===== src/rtl/alu_pkg.sv =====
// ============================================================================
// alu_pkg : shared types for the sequential ALU (opcodes, flags, FSM states)
// Rev 1.0
// ============================================================================
`default_nettype none

package alu_pkg;

  localparam int OP_W = 3;

  typedef enum logic [OP_W-1:0] {
    OP_AND  = 3'b000,
    OP_OR   = 3'b001,
    OP_ADD  = 3'b010,
    OP_SUB  = 3'b011,
    OP_XOR  = 3'b100,
    OP_SHL  = 3'b101,
    OP_MUL  = 3'b110,
    OP_RSVD = 3'b111
  } alu_op_e;

  typedef struct packed {
    logic n;
    logic z;
    logic c;
    logic v;
  } flags_t;

  typedef enum logic [0:0] {
    IDLE     = 1'b0,
    MUL_BUSY = 1'b1
  } state_e;

endpackage

`default_nettype wire


===== src/rtl/adder_nbit.sv =====
// ============================================================================
// adder_nbit : WIDTH-bit adder with carry in and carry out
// Rev 1.0
// ============================================================================
`default_nettype none

module adder_nbit
  import alu_pkg::*;
#(
  parameter int WIDTH = 8
) (
  input  logic [WIDTH-1:0] a_i,
  input  logic [WIDTH-1:0] b_i,
  input  logic             cin_i,
  output logic [WIDTH-1:0] sum_o,
  output logic             cout_o
);

  assign {cout_o, sum_o} = {1'b0, a_i} + {1'b0, b_i} + (WIDTH+1)'(cin_i);

endmodule

`default_nettype wire


===== src/rtl/alu_seq.sv =====
// ============================================================================
// alu_seq : registered ALU with NZCV flags, shift-add multiplier, valid/ready
// Rev 1.0
// ============================================================================
`default_nettype none

module alu_seq
  import alu_pkg::*;
#(
  parameter int WIDTH = 8
) (
  input  logic             clk,
  input  logic             rst,
  input  logic             in_valid,
  output logic             in_ready,
  input  logic [WIDTH-1:0] a,
  input  logic [WIDTH-1:0] b,
  input  logic [2:0]       op,
  output logic             out_valid,
  input  logic             out_ready,
  output logic [WIDTH-1:0] result,
  output logic [WIDTH-1:0] result_hi,
  output logic [3:0]       flags,
  output logic             illegal
);

  localparam int AW    = 2 * WIDTH;
  localparam int CNT_W = (WIDTH > 1) ? $clog2(WIDTH) : 1;
  localparam int MSB   = WIDTH - 1;

  state_e           state_q;
  logic [CNT_W-1:0] cnt_q;
  logic [WIDTH-1:0] mcand_q;
  logic [WIDTH-1:0] mplier_q;
  logic [AW-1:0]    acc_q;
  logic             out_valid_q;
  logic [WIDTH-1:0] result_q;
  logic [WIDTH-1:0] result_hi_q;
  flags_t           flags_q;
  logic             illegal_q;

  alu_op_e          op_e;
  logic [WIDTH-1:0] add_b;
  logic             add_cin;
  logic [WIDTH-1:0] add_sum;
  logic             add_cout;
  logic [WIDTH-1:0] res_d;
  flags_t           flg_d;
  logic             ill_d;

  logic [AW-1:0]    mul_addend;
  logic [AW-1:0]    mul_sum;
  logic             mul_cout;
  logic [AW:0]      mul_ext;
  logic [AW-1:0]    acc_d;
  flags_t           mul_flg_d;

  assign op_e     = alu_op_e'(op);
  assign in_ready = (state_q == IDLE) && (!out_valid_q || out_ready);

  // SUB reuses the adder as a + ~b + 1
  assign add_b   = (op_e == OP_SUB) ? ~b : b;
  assign add_cin = (op_e == OP_SUB);

  adder_nbit #(.WIDTH(WIDTH)) u_add (
    .a_i    (a),
    .b_i    (add_b),
    .cin_i  (add_cin),
    .sum_o  (add_sum),
    .cout_o (add_cout)
  );

  always_comb begin
    res_d = '0;
    flg_d = '0;
    ill_d = 1'b0;
    unique case (op_e)
      OP_AND: res_d = a & b;
      OP_OR:  res_d = a | b;
      OP_XOR: res_d = a ^ b;
      OP_ADD, OP_SUB: begin
        res_d   = add_sum;
        flg_d.c = add_cout;
        flg_d.v = (a[MSB] == add_b[MSB]) && (add_sum[MSB] != a[MSB]);
      end
      OP_SHL: begin
        res_d   = {a[WIDTH-2:0], 1'b0};
        flg_d.c = a[MSB];
        flg_d.v = a[MSB] ^ a[MSB-1];
      end
      default: ill_d = (op_e == OP_RSVD);
    endcase
    if (!ill_d) begin
      flg_d.n = res_d[MSB];
      flg_d.z = (res_d == '0);
    end
  end

  // Right-shifting accumulator: multiplicand enters the top half, carry is kept
  assign mul_addend = mplier_q[0] ? {mcand_q, {WIDTH{1'b0}}} : '0;

  adder_nbit #(.WIDTH(AW)) u_mac (
    .a_i    (acc_q),
    .b_i    (mul_addend),
    .cin_i  (1'b0),
    .sum_o  (mul_sum),
    .cout_o (mul_cout)
  );

  assign mul_ext = {mul_cout, mul_sum};
  assign acc_d   = AW'(mul_ext >> 1);

  always_comb begin
    mul_flg_d   = '0;
    mul_flg_d.n = acc_d[MSB];
    mul_flg_d.z = (acc_d[WIDTH-1:0] == '0);
    mul_flg_d.c = |acc_d[AW-1:WIDTH];
    mul_flg_d.v = |acc_d[AW-1:WIDTH];
  end

  always_ff @(posedge clk) begin
    if (rst) begin
      state_q     <= IDLE;
      cnt_q       <= '0;
      mcand_q     <= '0;
      mplier_q    <= '0;
      acc_q       <= '0;
      out_valid_q <= 1'b0;
      result_q    <= '0;
      result_hi_q <= '0;
      flags_q     <= '0;
      illegal_q   <= 1'b0;
    end else begin
      if (out_valid_q && out_ready) begin
        out_valid_q <= 1'b0;
      end
      unique case (state_q)
        IDLE: begin
          if (in_valid && in_ready) begin
            if (op_e == OP_MUL) begin
              state_q  <= MUL_BUSY;
              cnt_q    <= '0;
              mcand_q  <= a;
              mplier_q <= b;
              acc_q    <= '0;
            end else begin
              result_q    <= res_d;
              result_hi_q <= '0;
              flags_q     <= flg_d;
              illegal_q   <= ill_d;
              out_valid_q <= 1'b1;
            end
          end
        end
        MUL_BUSY: begin
          acc_q    <= acc_d;
          mplier_q <= mplier_q >> 1;
          cnt_q    <= cnt_q + 1'b1;
          if (cnt_q == CNT_W'(WIDTH - 1)) begin
            state_q     <= IDLE;
            result_q    <= acc_d[WIDTH-1:0];
            result_hi_q <= acc_d[AW-1:WIDTH];
            flags_q     <= mul_flg_d;
            illegal_q   <= 1'b0;
            out_valid_q <= 1'b1;
          end
        end
        default: state_q <= IDLE;
      endcase
    end
  end

  assign out_valid = out_valid_q;
  assign result    = result_q;
  assign result_hi = result_hi_q;
  assign flags     = flags_q;
  assign illegal   = illegal_q;

endmodule

`default_nettype wire


===== config.mk =====
export PLATFORM = sky130hd
export DESIGN_NAME = alu_seq
export DESIGN_NICKNAME = d
export VERILOG_FILES = /design/src/rtl/alu_pkg.sv /design/src/rtl/adder_nbit.sv /design/src/rtl/alu_seq.sv
export SDC_FILE = /design/constraint.sdc
export NUM_CORES = 1
export LEC_CHECK = 0
export CAP_MARGIN = 40
export CORE_MARGIN = 2
export CORE_UTILIZATION = 51
export DETAILED_ROUTE_END_ITERATION = 10
export PLACE_DENSITY = 0.77
export SLEW_MARGIN = 10
export SYNTH_ARGS = -nofsm -noshare
export SYNTH_HDL_FRONTEND = slang
export SYNTH_SLANG_ARGS = --single-unit

===== constraint.sdc =====
create_clock -name clk -period 3.5 [get_ports clk]
set_clock_uncertainty 0.05 [all_clocks]
set_input_delay 0.525 -clock clk [delete_from_list [all_inputs] [get_ports clk]]
set_output_delay 0.525 -clock clk [all_outputs]
set_load 0.02 [all_outputs]

### Word level (Yosys, flattened, before mapping)

Cells that the tools add are included.

| word-level totals | value |
|---|---|
| register bits | 58 |
| input port bits | 23 |
| logic and storage cells | 92 |

| operators by class | value |
|---|---|
| add/sub/neg operators | 4 |
| equal/unequal tests | 14 |
| muxes and demuxes | 40 |
| bitwise gates (word level) | 6 |
| reduce and logical (&&, ||, !) cells | 15 |

Operators by type and width:

| operator | number |
|---|---|
| 8-bit two-way mux | 9 |
| 16-bit two-way mux | 3 |
| 8-bit one-hot mux with 2 select lines | 3 |
| 8-bit one-hot mux with 5 select lines | 1 |
| 16-bit one-hot mux with 2 select lines | 1 |
| 16-bit by 16-bit adder with 17-bit output | 1 |
| 8-bit zero test | 2 |
| 3-bit equality test, second input constant | 5 |
| 4-bit two-way mux | 3 |
| 1-bit two-way mux | 11 |
| 8-bit by 8-bit adder with 9-bit output | 1 |
| 9-bit by 1-bit adder with 9-bit output | 1 |
| 8-bit AND | 1 |
| 8-bit NOT | 1 |
| 8-bit bitwise OR | 1 |
| 4-bit one-hot mux with 2 select lines | 1 |
| 8-bit OR reduction | 1 |
| 8-bit XOR | 1 |
| 3-bit by 2-bit equality test with 1-bit output, second input constant | 2 |
| 3-bit two-way mux | 2 |
| 2-bit by 1-bit inequality test with 1-bit output, second input constant | 3 |
| 1-bit one-hot mux with 2 select lines | 3 |
| 3-bit one-hot mux with 2 select lines | 1 |
| 3-bit AND reduction | 2 |
| other kinds (16) | 19 |

### Depth between registers and ports, before layout

| depth | value |
|---|---|
| depth after elaboration | 10 |
| depth in mapped cells | 12 |

### Cells and area by module

From an unflattened synthesis, not the netlist that was laid out.

| second synthesis, totals | value |
|---|---|
| cell total of the unflattened synthesis | 533 |
| area, all modules | 4,274.1 um^2 |

Modules (own cells, without submodules):

| module | times used | cells each | area an instance (um^2) |
|---|---|---|---|
| alu_seq | 1 | 404 | 3,209.3 |
| adder_nbit at u_mac | 1 | 89 | 733.2 |
| adder_nbit at u_add | 1 | 40 | 331.6 |

### Worst setup path after synthesis

OpenSTA, ideal clock, no wires.

| timing path | value |
|---|---|
| path kind | input-to-reg |
| from | input op[2] |
| to | register result_q[6], in the netlist result[6] |
| setup time | 132 ps |
| data arrival time | 3,305 ps |
| path slack | 13 ps |
| stages on the path | 12 |
| cells stage by stage | buf_2 > nor2b_1 > clkbuf_1 > nand2_1 > xnor2_1 > fa_1 > a211oi_1 > o21bai_1 > mux2i_1 > a2111oi_0 > or3_1 > a21oi_1 |

| on the way | value |
|---|---|
| longest elaborated chain between the ends | 8 |
| elaborated cells on any way between the ends | 17 |
| classes of those cells | add/sub (2); eq/ne (7); mux (5); reduce/logical (3) |

RTL lines:

| item | RTL line | RTL |
|---|---|---|
| start: declaration | alu_seq.sv:18 | `input logic [2:0] op,` |
| 3-bit by 2-bit equality test with 1-bit output | alu_seq.sv:62, alu_seq.sv:63, alu_seq.sv:77 |  |
| 8-bit two-way mux | alu_seq.sv:62 | `assign add_b = (op_e == OP_SUB) ? ~b : b;` |
| 8-bit by 8-bit adder with 9-bit output | adder_nbit.sv:19 | `assign {cout_o, sum_o} = {1'b0, a_i} + {1'b0, b_i} + (WIDTH+1)'(cin_i);` |
| 9-bit by 1-bit adder with 9-bit output | adder_nbit.sv:19 |  |
| 8-bit one-hot mux with 5 select lines | alu_seq.sv:77 | `unique case (op_e)` |
| 8-bit two-way mux | alu_seq.sv:140 | `if (op_e == OP_MUL) begin` |
| 8-bit two-way mux | alu_seq.sv:139 | `if (in_valid && in_ready) begin` |
| 8-bit one-hot mux with 2 select lines | alu_seq.sv:137 | `unique case (state_q)` |
| end signal: assignment | alu_seq.sv:147 | `result_q <= res_d;` |
| end signal: assignment | alu_seq.sv:161 | `result_q <= acc_d[WIDTH-1:0];` |
| end: declaration | alu_seq.sv:37 | `logic [WIDTH-1:0] result_q;` |

Parallel ways exist; a longest one is shown, timed or not. The select of a mux whose other input is x is not followed.
A chain may end at the register's enable or synchronous reset.

### Final worst setup path

| timing path | value |
|---|---|
| from | input op[1] |
| to | register result_q[6], in the netlist result[6] |

The elaborated chain is that of the path after synthesis.

==> impl_metrics.toml <==
[yosys]
synth_xor_area_frac = 0.0271
synth_top_family_by_area = "simple AND/OR/NAND/NOR gates"
muxShareOfSynthArea = 0.0436
synth_top_area_frac = 0.294
synthAdderAreaFrac = 0.117
synth_common_cells = "a21oi_1 (68), dfxtp_1 (57), nand2_1 (54)"
ys.flop_type = "dfxtp_1"
synth_compound_area_frac = 0.218
async_flop_share = 0
synth-seq-cells = 57
syn_area_sq_um = 3870
syn_nets = 558
seq_area_frac_synth = 0.294
netlist_instances = 500
synth_area_leader_cell = "dfxtp_1"
synth_area_leaders = "dfxtp_1 (29%), ha_1 (11%), a21oi_1 (8.8%)"
synth.avg_cell_area_sq_um = 7.75
yosys_warnings = 0
synth_edf_count = 0
synthSimpleGateAreaFrac = 0.238
synth_most_common_cell = "a21oi_1"
synth_cell_types = 58

[global_routing]
grt_pass1_vias = 3453
grt_pass1_wl_mm = 16.4
antenna_found_initial = 0
grt_usage = 0.244
grt-ovfl-total = 0
grt_max_degree = 43

[placement]
dp.cells = 627
gp_congestion = 0.927
place_area_sq_um = 4410
portBuffers = 45
hpwlAfterDp_mm = 7.16
post-place-ws_ps = -129

[sta]
period_needed_ps = 3300
max_slew.worst_pin.slew_ps = 683
max_clock_freq_mhz = 303
maxSlewViolCount = 0
rsz0062_at_grt = "no"
slew-limit-headroom = 0.544
finalSetupViolCount = 0
setup_tns_ps = 0
hold_violations = 0
finalCritPeriodShare = 0.943
setup_slack_ps = 199

[cells_and_area]
final_util = 0.632
finalNetCount = 597
drive_above_1_share = 0.0790
fin_area_sq_um = 4610
antenna_cells = 0
fin_cells = 643
area_growth_pct = 19.0

[die]
rows = 31
initial_utilization = 0.531
dieHeight_microns = 91.2
ios = 46
die_w_microns = 91.2
coreArea_sq_um = 7290
dieArea_sq_um = 8310

[critical_path]
path_max_fanout = 6
crit_type = "in -> reg"
crit_required_ps = 3660
critical_path.max_stage_delay_ps = 500
cp-end-kind = "flip-flop"
crit_top_cell = "buf_4"
critPathArrivalTime_ps = 3460
crit_slowest_cell = "a2111oi_1"
crit_path_start_kind = "primary input"
cp_cell_sequence = "clkdlybuf4s50_1 -> nor2b_1 -> nand2_1 -> buf_4 -> o21ai_0 -> fa_1 -> a211oi_1 -> o21bai_1 -> mux2i_1 -> a2111oi_1 -> buf_4 -> or3_1 -> a21oi_1"

[clocking]
cts_tree = "yes"
cts_root_buf = "clkbuf_8"
cts_max_level = 3
clk_pin_slew_worst_paths_ps = 80
cts_hold_buf = 0
cts.path.max_buffers = 2
clock_sinks = 57
clock_latency_ps = 340
cts_buffers = 9

[min_path]
hp-class = "reg -> reg"

[detailed_routing]
drcViolationCount = 0
wire_per_inst_microns = 15.3
ant_nets = 0
wirelength_mm = 9.82
via_per_inst = 5.72
drtIter0Drc = 225
vias = 3679
drt-pass1-iter-count = 4

[pwr]
ir_drop_uv = 244
cellPowerDensity_nw_per_um2 = 360
leakage_nw = 1.84

[run]
drv_cap = 0

[outcome]
status = "complete, no violations"
placed cells by master (no fill, tap or decap), types with 2 or more instances in the layout:
cell type	count
o41a_1	2
and2_1	9
clkdlybuf4s50_1	44
o21ai_0	29
a211o_1	2
a31oi_1	4
mux2i_1	9
nor4_1	4
a22oi_1	4
a21oi_1	68
nor2b_1	13
clkbuf_8	10
mux4_2	3
dfxtp_1	56
nand2b_1	10
nand3_1	6
ha_1	33
xor2_1	4
nor3_1	14
nor2_1	46
o211ai_1	6
or2_2	2
buf_4	13
clkinvlp_4	3
o21bai_1	2
o21a_1	3
nand2_1	54
a211oi_1	5
xnor2_1	8
fa_1	2
inv_1	27
or3_1	4
o211a_1	2
nor3b_1	2
nand3b_1	13
metrics by stage:
| stage | hold slack, ps | power (mW) |
|---|---|---|
| 6_report | 404 | 1.66 |
| 2_1_floorplan | 391 | 0.910 |
| 3_3_place_gp | 389 | 1.02 |
| 4_1_cts | 406 | 1.67 |
| 5_1_grt | 424 | 1.73 |
| 3_5_place_dp | 397 | 1.03 |
per-layer routing:
metal  track usage  vias to the layer above  routed length (microns)
met1         0.310                     1728                     4320
li1              -                     1827                        -
met5             0                        -                        0
met4        0.0720                        0                      187
met3        0.0423                       16                      429
met2         0.424                      108                     4890
state kept, by name, summed over array words and instances, names as in the netlist:
signal,flops
acc_q,15
mcand_q,8
mplier_q,8
result,8
result_hi,8
flags,4
cnt_q,3
illegal,1
out_valid,1
state_q,1
where the power goes:
group,total [mW],internal (mW),switching (mW)
clock,0.637,0.349,0.288
sequential,0.680,0.666,0.0147
combinational,0.342,0.151,0.191
total,1.66,1.17,0.494
final timing paths:
path	end	depth (start not counted)	slack, ps	startpoint
worst max-delay path	result[6]$_SDFFE_PP0P_	13	200	op[1]
worst min-delay path	result_hi[0]$_SDFFE_PP0P_	2	400	result_hi[0]$_SDFFE_PP0P_
worst max register to register	flags[0]$_SDFFE_PP0P_	9	540	mplier_q[0]$_SDFFE_PP0P_
worst min register to register	result_hi[0]$_SDFFE_PP0P_	2	400	result_hi[0]$_SDFFE_PP0P_
logic make-up after synthesis:
family	Yosys count
AOI/OAI and AO/OA	140
xor gates and xnor gates	12
adders and majority gates	35
buffers and inverters	57
DFF	57
muxes	13
and+or+nand+nor	186
critical path: cells and delay by family:
| kind | cells | cell delay [ps] |
|---|---|---|
| and+or+nand+nor | 3 | 390 |
| muxes | 1 | 140 |
| buffers and inverters | 3 | 820 |
| adders and majority gates | 1 | 400 |
| AOI/OAI and AO/OA | 5 | 1200 |
layout make-up:
| cell class | count | area, sq um |
|---|---|---|
| clock buffers | 10 | 138 |
| clock inverters | 6 | 66.3 |
| fillers | 711 | 2680 |
| inverters | 27 | 101 |
| multi-input cells | 386 | 2500 |
| flip-flops and latches | 57 | 1140 |
| well taps | 99 | 124 |
| repair buffers | 58 | 543 |
repair_timing:
action,4_1_cts,5_1_grt
setup buffers,0,0
endpoints found under the setup margin,0,1
gates resized for setup,0,1
No activity file was read; power rests on OpenSTA's default activity.
